**src/rtl/vga_cursor_timing_gen.sv**
```systemverilog
// Parametrised VGA raster timing generator with a frame-synchronous cell cursor.
// Optional cursor blinking is compiled in with `define CURSOR_BLINK_EN.
module vga_cursor_timing_gen #(
    parameter int unsigned H_ACTIVE     = 640,
    parameter int unsigned H_FP         = 16,
    parameter int unsigned H_SYNC       = 96,
    parameter int unsigned H_BP         = 48,
    parameter int unsigned V_ACTIVE     = 480,
    parameter int unsigned V_FP         = 10,
    parameter int unsigned V_SYNC       = 2,
    parameter int unsigned V_BP         = 33,
    parameter bit          H_POL        = 1'b0,
    parameter bit          V_POL        = 1'b0,
    parameter int unsigned CELL_W       = 8,
    parameter int unsigned CELL_H       = 16,
    parameter int unsigned BLINK_FRAMES = 30,
    localparam int unsigned H_TOTAL = H_ACTIVE + H_FP + H_SYNC + H_BP,
    localparam int unsigned V_TOTAL = V_ACTIVE + V_FP + V_SYNC + V_BP,
    localparam int unsigned COLS    = H_ACTIVE / CELL_W,
    localparam int unsigned ROWS    = V_ACTIVE / CELL_H,
    localparam int unsigned HW      = (H_TOTAL > 1) ? $clog2(H_TOTAL) : 1,
    localparam int unsigned VW      = (V_TOTAL > 1) ? $clog2(V_TOTAL) : 1,
    localparam int unsigned CW      = (COLS > 1) ? $clog2(COLS) : 1,
    localparam int unsigned RW      = (ROWS > 1) ? $clog2(ROWS) : 1
) (
    input  logic          clk,
    input  logic          rst,
    input  logic          cursor_adv,
    input  logic          cursor_home,
    output logic          vga_h_sync,
    output logic          vga_v_sync,
    output logic          in_display,
    output logic [HW-1:0] counter_x,
    output logic [VW-1:0] counter_y,
    output logic [CW-1:0] cursor_col,
    output logic [RW-1:0] cursor_row,
    output logic          cursor_on,
    output logic          frame_start
);
    localparam int unsigned SXW = (CELL_W > 1) ? $clog2(CELL_W) : 1;
    localparam int unsigned SYW = (CELL_H > 1) ? $clog2(CELL_H) : 1;

    if ((H_ACTIVE % CELL_W) != 0) begin : g_bad_cell_w
        $error("H_ACTIVE must be a multiple of CELL_W");
    end
    if ((V_ACTIVE % CELL_H) != 0) begin : g_bad_cell_h
        $error("V_ACTIVE must be a multiple of CELL_H");
    end
    if (BLINK_FRAMES == 0) begin : g_bad_blink
        $error("BLINK_FRAMES must be at least 1");
    end

    logic [HW-1:0]  h_cnt, cell_x;
    logic [VW-1:0]  v_cnt, cell_y;
    logic [SXW-1:0] sub_x;
    logic [SYW-1:0] sub_y;
    logic           home_pend, adv_pend, started;

    logic           h_last, v_last, sub_x_last, sub_y_last, origin, frame_tick;
    logic           disp_int, hs_act, vs_act, on_int, visible, moved;
    logic [CW-1:0]  col_d;
    logic [RW-1:0]  row_d;
    logic           home_pend_d, adv_pend_d;

    assign h_last     = (32'(h_cnt) == H_TOTAL - 1);
    assign v_last     = (32'(v_cnt) == V_TOTAL - 1);
    assign sub_x_last = (32'(sub_x) == CELL_W - 1);
    assign sub_y_last = (32'(sub_y) == CELL_H - 1);
    assign origin     = (h_cnt == '0) && (v_cnt == '0);
    assign frame_tick = origin && started;

    assign disp_int = (32'(h_cnt) < H_ACTIVE) && (32'(v_cnt) < V_ACTIVE);
    assign hs_act   = (32'(h_cnt) >= H_ACTIVE + H_FP) && (32'(h_cnt) < H_ACTIVE + H_FP + H_SYNC);
    assign vs_act   = (32'(v_cnt) >= V_ACTIVE + V_FP) && (32'(v_cnt) < V_ACTIVE + V_FP + V_SYNC);

    // Pending requests are applied while the raster sits at (0,0); pulses seen
    // in that same cycle become the pending set for the following frame.
    always_comb begin
        col_d       = cursor_col;
        row_d       = cursor_row;
        home_pend_d = home_pend | cursor_home;
        adv_pend_d  = cursor_home ? 1'b0 : (adv_pend | cursor_adv);
        if (origin) begin
            if (home_pend) begin
                col_d = '0;
                row_d = '0;
            end else if (adv_pend) begin
                if (32'(cursor_col) == COLS - 1) begin
                    col_d = '0;
                    row_d = (32'(cursor_row) == ROWS - 1) ? '0 : cursor_row + 1'b1;
                end else begin
                    col_d = cursor_col + 1'b1;
                end
            end
            home_pend_d = cursor_home;
            adv_pend_d  = cursor_adv & ~cursor_home;
        end
    end

    assign moved = (col_d != cursor_col) || (row_d != cursor_row);

`ifdef CURSOR_BLINK_EN
    localparam int unsigned BW = (BLINK_FRAMES > 1) ? $clog2(BLINK_FRAMES) : 1;
    logic [BW-1:0] blink_cnt, blink_cnt_d;
    logic          phase, phase_d;

    always_comb begin
        blink_cnt_d = blink_cnt;
        phase_d     = phase;
        if (moved) begin
            blink_cnt_d = '0;
            phase_d     = 1'b1;
        end else if (frame_tick) begin
            if (32'(blink_cnt) == BLINK_FRAMES - 1) begin
                blink_cnt_d = '0;
                phase_d     = ~phase;
            end else begin
                blink_cnt_d = blink_cnt + 1'b1;
            end
        end
    end

    always_ff @(posedge clk) begin
        if (rst) begin
            blink_cnt <= '0;
            phase     <= 1'b1;
        end else begin
            blink_cnt <= blink_cnt_d;
            phase     <= phase_d;
        end
    end

    assign visible = phase_d;
`else
    assign visible = 1'b1;
`endif

    // Compare against the next cursor value so the strobe lines up with the
    // registered cursor_col/cursor_row it is presented alongside.
    assign on_int = disp_int && (cell_x == HW'(col_d)) && (cell_y == VW'(row_d))
                    && sub_y_last && visible;

    always_ff @(posedge clk) begin
        if (rst) begin
            h_cnt  <= '0;
            v_cnt  <= '0;
            sub_x  <= '0;
            cell_x <= '0;
            sub_y  <= '0;
            cell_y <= '0;
        end else begin
            if (h_last) begin
                h_cnt  <= '0;
                sub_x  <= '0;
                cell_x <= '0;
                if (v_last) begin
                    v_cnt  <= '0;
                    sub_y  <= '0;
                    cell_y <= '0;
                end else begin
                    v_cnt <= v_cnt + 1'b1;
                    if (sub_y_last) begin
                        sub_y  <= '0;
                        cell_y <= cell_y + 1'b1;
                    end else begin
                        sub_y <= sub_y + 1'b1;
                    end
                end
            end else begin
                h_cnt <= h_cnt + 1'b1;
                if (sub_x_last) begin
                    sub_x  <= '0;
                    cell_x <= cell_x + 1'b1;
                end else begin
                    sub_x <= sub_x + 1'b1;
                end
            end
        end
    end

    always_ff @(posedge clk) begin
        if (rst) begin
            started     <= 1'b0;
            home_pend   <= 1'b0;
            adv_pend    <= 1'b0;
            cursor_col  <= '0;
            cursor_row  <= '0;
            counter_x   <= '0;
            counter_y   <= '0;
            vga_h_sync  <= ~H_POL;
            vga_v_sync  <= ~V_POL;
            in_display  <= 1'b0;
            cursor_on   <= 1'b0;
            frame_start <= 1'b0;
        end else begin
            started     <= 1'b1;
            home_pend   <= home_pend_d;
            adv_pend    <= adv_pend_d;
            cursor_col  <= col_d;
            cursor_row  <= row_d;
            counter_x   <= h_cnt;
            counter_y   <= v_cnt;
            vga_h_sync  <= hs_act ? H_POL : ~H_POL;
            vga_v_sync  <= vs_act ? V_POL : ~V_POL;
            in_display  <= disp_int;
            cursor_on   <= on_int;
            frame_start <= frame_tick;
        end
    end
endmodule

```
**config.mk**
```make
export PLATFORM = sky130hd
export DESIGN_NAME = vga_cursor_timing_gen
export DESIGN_NICKNAME = d
export VERILOG_FILES = /design/src/rtl/vga_cursor_timing_gen.sv
export SDC_FILE = /design/constraint.sdc
export NUM_CORES = 1
export LEC_CHECK = 0
export CORE_AREA = 3 3 112 124
export DETAILED_ROUTE_END_ITERATION = 16
export DIE_AREA = 0 0 115 127
export PLACE_DENSITY = 0.62
export SYNTH_ARGS = -nofsm -noshare
export SYNTH_HDL_FRONTEND = slang
export SYNTH_SLANG_ARGS = --single-unit
export TNS_END_PERCENT = 50
```
**constraint.sdc**
```tcl
create_clock -name clk -period 2.3 [get_ports clk]
set_clock_uncertainty 0.15 [all_clocks]
set_input_delay 0.345 -clock clk [delete_from_list [all_inputs] [get_ports clk]]
set_output_delay 0.345 -clock clk [all_outputs]
set_load 0.01 [all_outputs]
```
After elaboration in Yosys (flattened, before gate mapping) --
Cells that the tools add are included.
Cells by class: add/subtract/negate cells 8, $mul 0, divide/modulo/power cells 0, magnitude comparators 6, equal/unequal tests 8, shift-type cells 0, muxes and demuxes 20, bitwise gates (word level) 4, reductions and logical operators 14
Operators with widths (count):
- $add A10 B1 Y10 const B | 4
- $mux W10 | 3
- $mux W7 | 4
- $mux W5 | 5
- $eq A10 B10 Y1 const B | 2
- $logic_not A10 Y1 | 2
- $lt A10 B10 Y1 const B | 2
- $lt A10 B9 Y1 const B | 2
- $eq A10 B5 Y1 | 1
- $eq A10 B7 Y1 | 1
- $ge A10 B10 Y1 const B | 1
- $ge A10 B9 Y1 const B | 1
- $logic_and A1 B1 Y1 | 8
- $mux W4 | 2
- $add A7 B1 Y7 const B | 1
- $eq A7 B7 Y1 const B | 1
- $mux W1 | 6
- $add A5 B1 Y5 const B | 1
- $eq A5 B5 Y1 const B | 1
- $add A4 B1 Y4 const B | 1
- $eq A4 B4 Y1 const B | 1
- $add A3 B1 Y3 const B | 1
- $eq A3 B3 Y1 const B | 1
- $reduce_or A3 Y1 | 1
- 6 further kinds | 7
Word-level totals: register bits after elaboration 87, latch bits 0, memory bits (writable) 0, memory bits (read-only) 0, output and inout bits 37, word-level logic and storage cells 78, memories 0

Depth between registers and ports, before layout --
depth after elaboration 9, mapped depth 11, mapped depth without buffers 9

Worst setup path after synthesis --
No wires, ideal clock.
path type flip-flop to flip-flop, from reg h_cnt[0], to reg cursor_on, setup time 0.061 ns, arrival time 2.150 ns, path slack -0.061 ns, stages on the path, launching flop included 11, cells stage by stage dfxtp_1 inv_1 ha_1 nor4b_1 nand4_1 buf_6 nor3_1 a31oi_1 xnor2_1 nor4_1 and4b_1
Between the ends: longest elaborated chain between the ends 7, elaborated cells between the ends (all ways) 11, classes of those cells order compare (1); eq/ne (2); mux (2); reduce/logical (6)
Ends and longest elaborated chain:
- from (decl) | RTL line 53 | logic [HW-1:0] h_cnt, cell_x;
- from (signal assigned) | RTL line 170 | h_cnt <= h_cnt + 1'b1;
- $logic_not A10 Y1 | RTL line 69 | assign origin = (h_cnt == '0) && (v_cnt == '0);
- $logic_and A1 B1 Y1 | RTL line 69
- $mux W7 | RTL line 83 | if (origin) begin
- $eq A10 B7 Y1 | RTL line 140 | assign on_int = disp_int && (cell_x == HW'(col_d)) && (cell_y == VW'(row_d))
- $logic_and A1 B1 Y1 | RTL line 140
- $logic_and A1 B1 Y1 * | RTL line 140
- $logic_and A1 B1 Y1 * | RTL line 141 | && sub_y_last && visible;
- to (signal assigned) | RTL line 206 | cursor_on <= on_int;
- to (decl) | RTL line 37 | output logic cursor_on,
Every way passes the cells marked *; elsewhere a longest branch is shown, timed or not. A chain may end at the register's enable or synchronous reset.

Worst setup path in the final report --
Ends and elaborated chain as after synthesis.

==> metrics.csv <==
metric,value,unit
outcome,"complete, but fails checks",
failing checks,setup timing,
simple logic cell fraction of the synthesized area,27.9,%
post-synthesis compound-gate area fraction,11.1,%
parity-gate share of the synthesized area counting xor and xnor cells,8.42,%
multiplexer share of the synthesized area,2.25,%
class of the most critical hold timing path,in2reg,
slew at the pin closest to its max-slew limit,548,ps
WL/cell,14.6,µm
max_cap viols,0,
unrepaired setup endpoints after global routing,true,
worst slack at placement,-265,ps
final setup violation count,1,
longest individual stage delay on the worst path,320,ps
number of enable flip-flop cells after synthesis,0,
final std cells w/o fill,758,
effective utilization at floorplan,32.8,%
Routed WL,11100,µm
most common library cells after synthesis,"sky130_fd_sc_hd__dfxtp_1, sky130_fd_sc_hd__nor2_1, sky130_fd_sc_hd__nand2_1",
Post-DP Area,5250,µm²
maximum operating frequency,0.414,GHz
net count after synthesis,501,
first-pass detailed-route iteration total,4,
area of the die,14600,µm²
total count of hold-check failures in the final report,0,
CTS hold repair buffers,0,
startpoint of the lowest-slack hold path,rst,
count of mapped cells out of synthesis,485,
drt initial violations,204,
number of buffers inserted during clock tree synthesis,9,
initial antenna violation count,0,
area growth from synthesis to layout,38.4,%
proportion of netlist area held by the largest area contributor,41.8,%
"share of synthesized cell area in full adder, half adder and majority cells",3.61,%
mean post-synth cell area,8.58,µm²
critical path type,reg2reg,
DR DRC count,0,
Slew Limit Headroom,63.5,%
cell total after placement,736,
critical register-to-register path startpoint,h_cnt[0],
Routed Antenna Nets,0,
CTS tree,built,
most frequent cell on the critical path,sky130_fd_sc_hd__buf_6,
crit path launch type,register,
H-Tree Depth,3,
root buf cell,sky130_fd_sc_hd__clkbuf_16,
detailed-placement wirelength estimate,7950,µm
Max Root-Sink Buffers,2,
total number of nets in the final design,614,
highest fanout seen on the critical path,6,
Cell Rows,43,
Die Wd,115,µm
"flops & latches, synth",87,
design area,5760,µm²
distinct cell type count of the synthesized netlist,53,
nature of the critical path endpoint,register,
post-route setup slack,-114,ps
vias after detailed routing,3864,
core box area,12700,µm²
portion of the post-synthesis area used by sequential elements,41.8,%
final worst path period share,105,%
Pins Over Slew Limit,0,
time the final worst path needs with I/O delays and setup,2410,ps
required time reported for the critical path endpoint,2430,ps
total I/O pin count,41,
most common cell in the netlist,sky130_fd_sc_hd__dfxtp_1,
total global routing overflow,0,
chip height,127,µm
largest net degree at the start of global routing,49,
Skew-Pair Late Insertion Delay,340,ps
clock-pin slew reported for the worst setup and hold paths after clock tree synthesis,60,ps
cell type contributing the most total cell area after synthesis,sky130_fd_sc_hd__dfxtp_1,
Static Leak,2.25,nW
total inserted antenna cells,0,
netlist area before placement,4160,µm²
synthesis warning total,0,
power density normalized to cell area,544,nW/µm²
global placement routability congestion,0.950,
"top cells by area, synth","sky130_fd_sc_hd__dfxtp_1, sky130_fd_sc_hd__nor2_1, sky130_fd_sc_hd__xor2_1",
worst-path cell chain,"inv_2, ha_4, nor4b_4, nand4_1, buf_6, buf_6, nor2_4, buf_6, mux2i_2, o2111ai_2, nor4_1, and4b_1",
dominant synthesized flop cell,sky130_fd_sc_hd__dfxtp_1,
Crit-path slowest cell,sky130_fd_sc_hd__dfxtp_2,
ys async rst share,0,%
data arrival time at the worst-slack endpoint,2540,ps
Port Buffer Count,40,
combinational family with the most area after synthesis,simple AND/OR/NAND/NOR gates,
drt via density,5.10,
first element of the critical path,h_cnt[0],
fill cell instance count of the final layout,1221,
vias in the first global route,3887,
number of sinks on the clock net,87,
worst voltage drop across the vdd grid,0.288,mV
global-route usage over all layers,15.4,%
share of final-layout standard cells stronger than drive strength 1,25.5,%
wire length of the first global-routing pass,18400,µm
## final cells by class
type                    instances  area, µm²  area share [%]
clock buffers                   9        225            3.91
clock inverters                 5       35.0           0.608
repair buffers                132       1100            19.1
flip-flops and latches         87       1750            30.4
inverters                      16       60.1            1.04
multi-input cells             352       2390            41.5
well taps                     157        196            3.41
## cell families after synthesis
kind of cell | after synthesis
flip-flops | 87
AND/OR/NAND/NOR | 221
multiplexers | 9
AO/OA/AOI/OAI | 70
XOR/XNOR | 40
buffers and inverters | 46
adder cells (fa/ha/maj) | 12
## power breakdown
group          internal [mW]  leakage, nW  switching, mW
clock network          0.721        0.128          0.599
registers               1.52        0.707         0.0102
logic                  0.138         1.41          0.139
## per-layer routing
layer	wire, µm	GRT usage, %	vias up
met3	385	2.65	26
met4	337	6.84	0
met5	0	0	-
li1	-	-	1924
met2	5310	25.1	78
met1	5030	20.0	1836
## cells in the final DEF, fill, tap and decap left out, types with 5 or more instances in the layout
master / Yosys / layout
sky130_fd_sc_hd__nor2b_1: 22 / 21
sky130_fd_sc_hd__buf_4: 0 / 88
sky130_fd_sc_hd__xnor2_1: 17 / 17
sky130_fd_sc_hd__and3_1: 12 / 12
sky130_fd_sc_hd__mux2i_1: 6 / 5
sky130_fd_sc_hd__ha_1: 12 / 7
sky130_fd_sc_hd__dfxtp_2: 0 / 7
sky130_fd_sc_hd__clkbuf_16: 0 / 9
sky130_fd_sc_hd__o21ai_0: 13 / 13
sky130_fd_sc_hd__nand2_1: 25 / 24
sky130_fd_sc_hd__nor4_1: 7 / 6
sky130_fd_sc_hd__nor2_1: 77 / 75
sky130_fd_sc_hd__nand3_1: 10 / 9
sky130_fd_sc_hd__nand4_1: 21 / 21
sky130_fd_sc_hd__inv_1: 16 / 12
sky130_fd_sc_hd__a31oi_1: 8 / 7
sky130_fd_sc_hd__clkdlybuf4s50_1: 0 / 39
sky130_fd_sc_hd__dfxtp_1: 87 / 80
sky130_fd_sc_hd__nor3_1: 12 / 10
sky130_fd_sc_hd__a21oi_1: 17 / 15
sky130_fd_sc_hd__xor2_1: 23 / 23
## critical path, delay by kind of cell (launching register included)
kind / cells / cell delay, ps
AOI/OAI and AO/OA: 1 / 140
adders and majority gates: 1 / 120
buffers and inverters: 4 / 490
DFF: 1 / 320
muxes: 1 / 260
and+or+nand+nor: 5 / 870
## path summary, 6_finish.rpt
| kind | end | slack, ps | cells past startpoint |
|---|---|---|---|
| max | cursor_on | -110 | 12 |
| min | in_display | 220 | 3 |
| max reg2reg | cursor_on | -110 | 12 |
| min reg2reg | sub_x[0] | 290 | 1 |
## per-stage QoR
stage	hold WS [ps]	setup TNS (ps)	utilization, %	power [mW]
after global placement	262	-143	41.3	1.78
after global routing	230	-260	45.4	3.24
after detailed placement	286	-265	41.3	1.78
after floorplan	254	0	-	1.68
after CTS	213	-135	44.3	3.13
final	220	-114	45.4	3.13
## state kept, by name (all words and copies together) (netlist names), 3 cells and up
register and count:
cursor_col 7, counter_x 10, v_cnt 10, counter_y 10, cursor_row 5, h_cnt 10
sub_y 4, cell_y 10, cell_x 10, sub_x 3
## repair_timing
item	4_1_cts	5_1_grt
pin swaps	7	15
setup endpoints to repair	1	6
resized for setup	25	30
buffers inserted	5	3
endpoints found under the hold margin	0	0
Note: power is estimated with default switching activity, not from simulation.
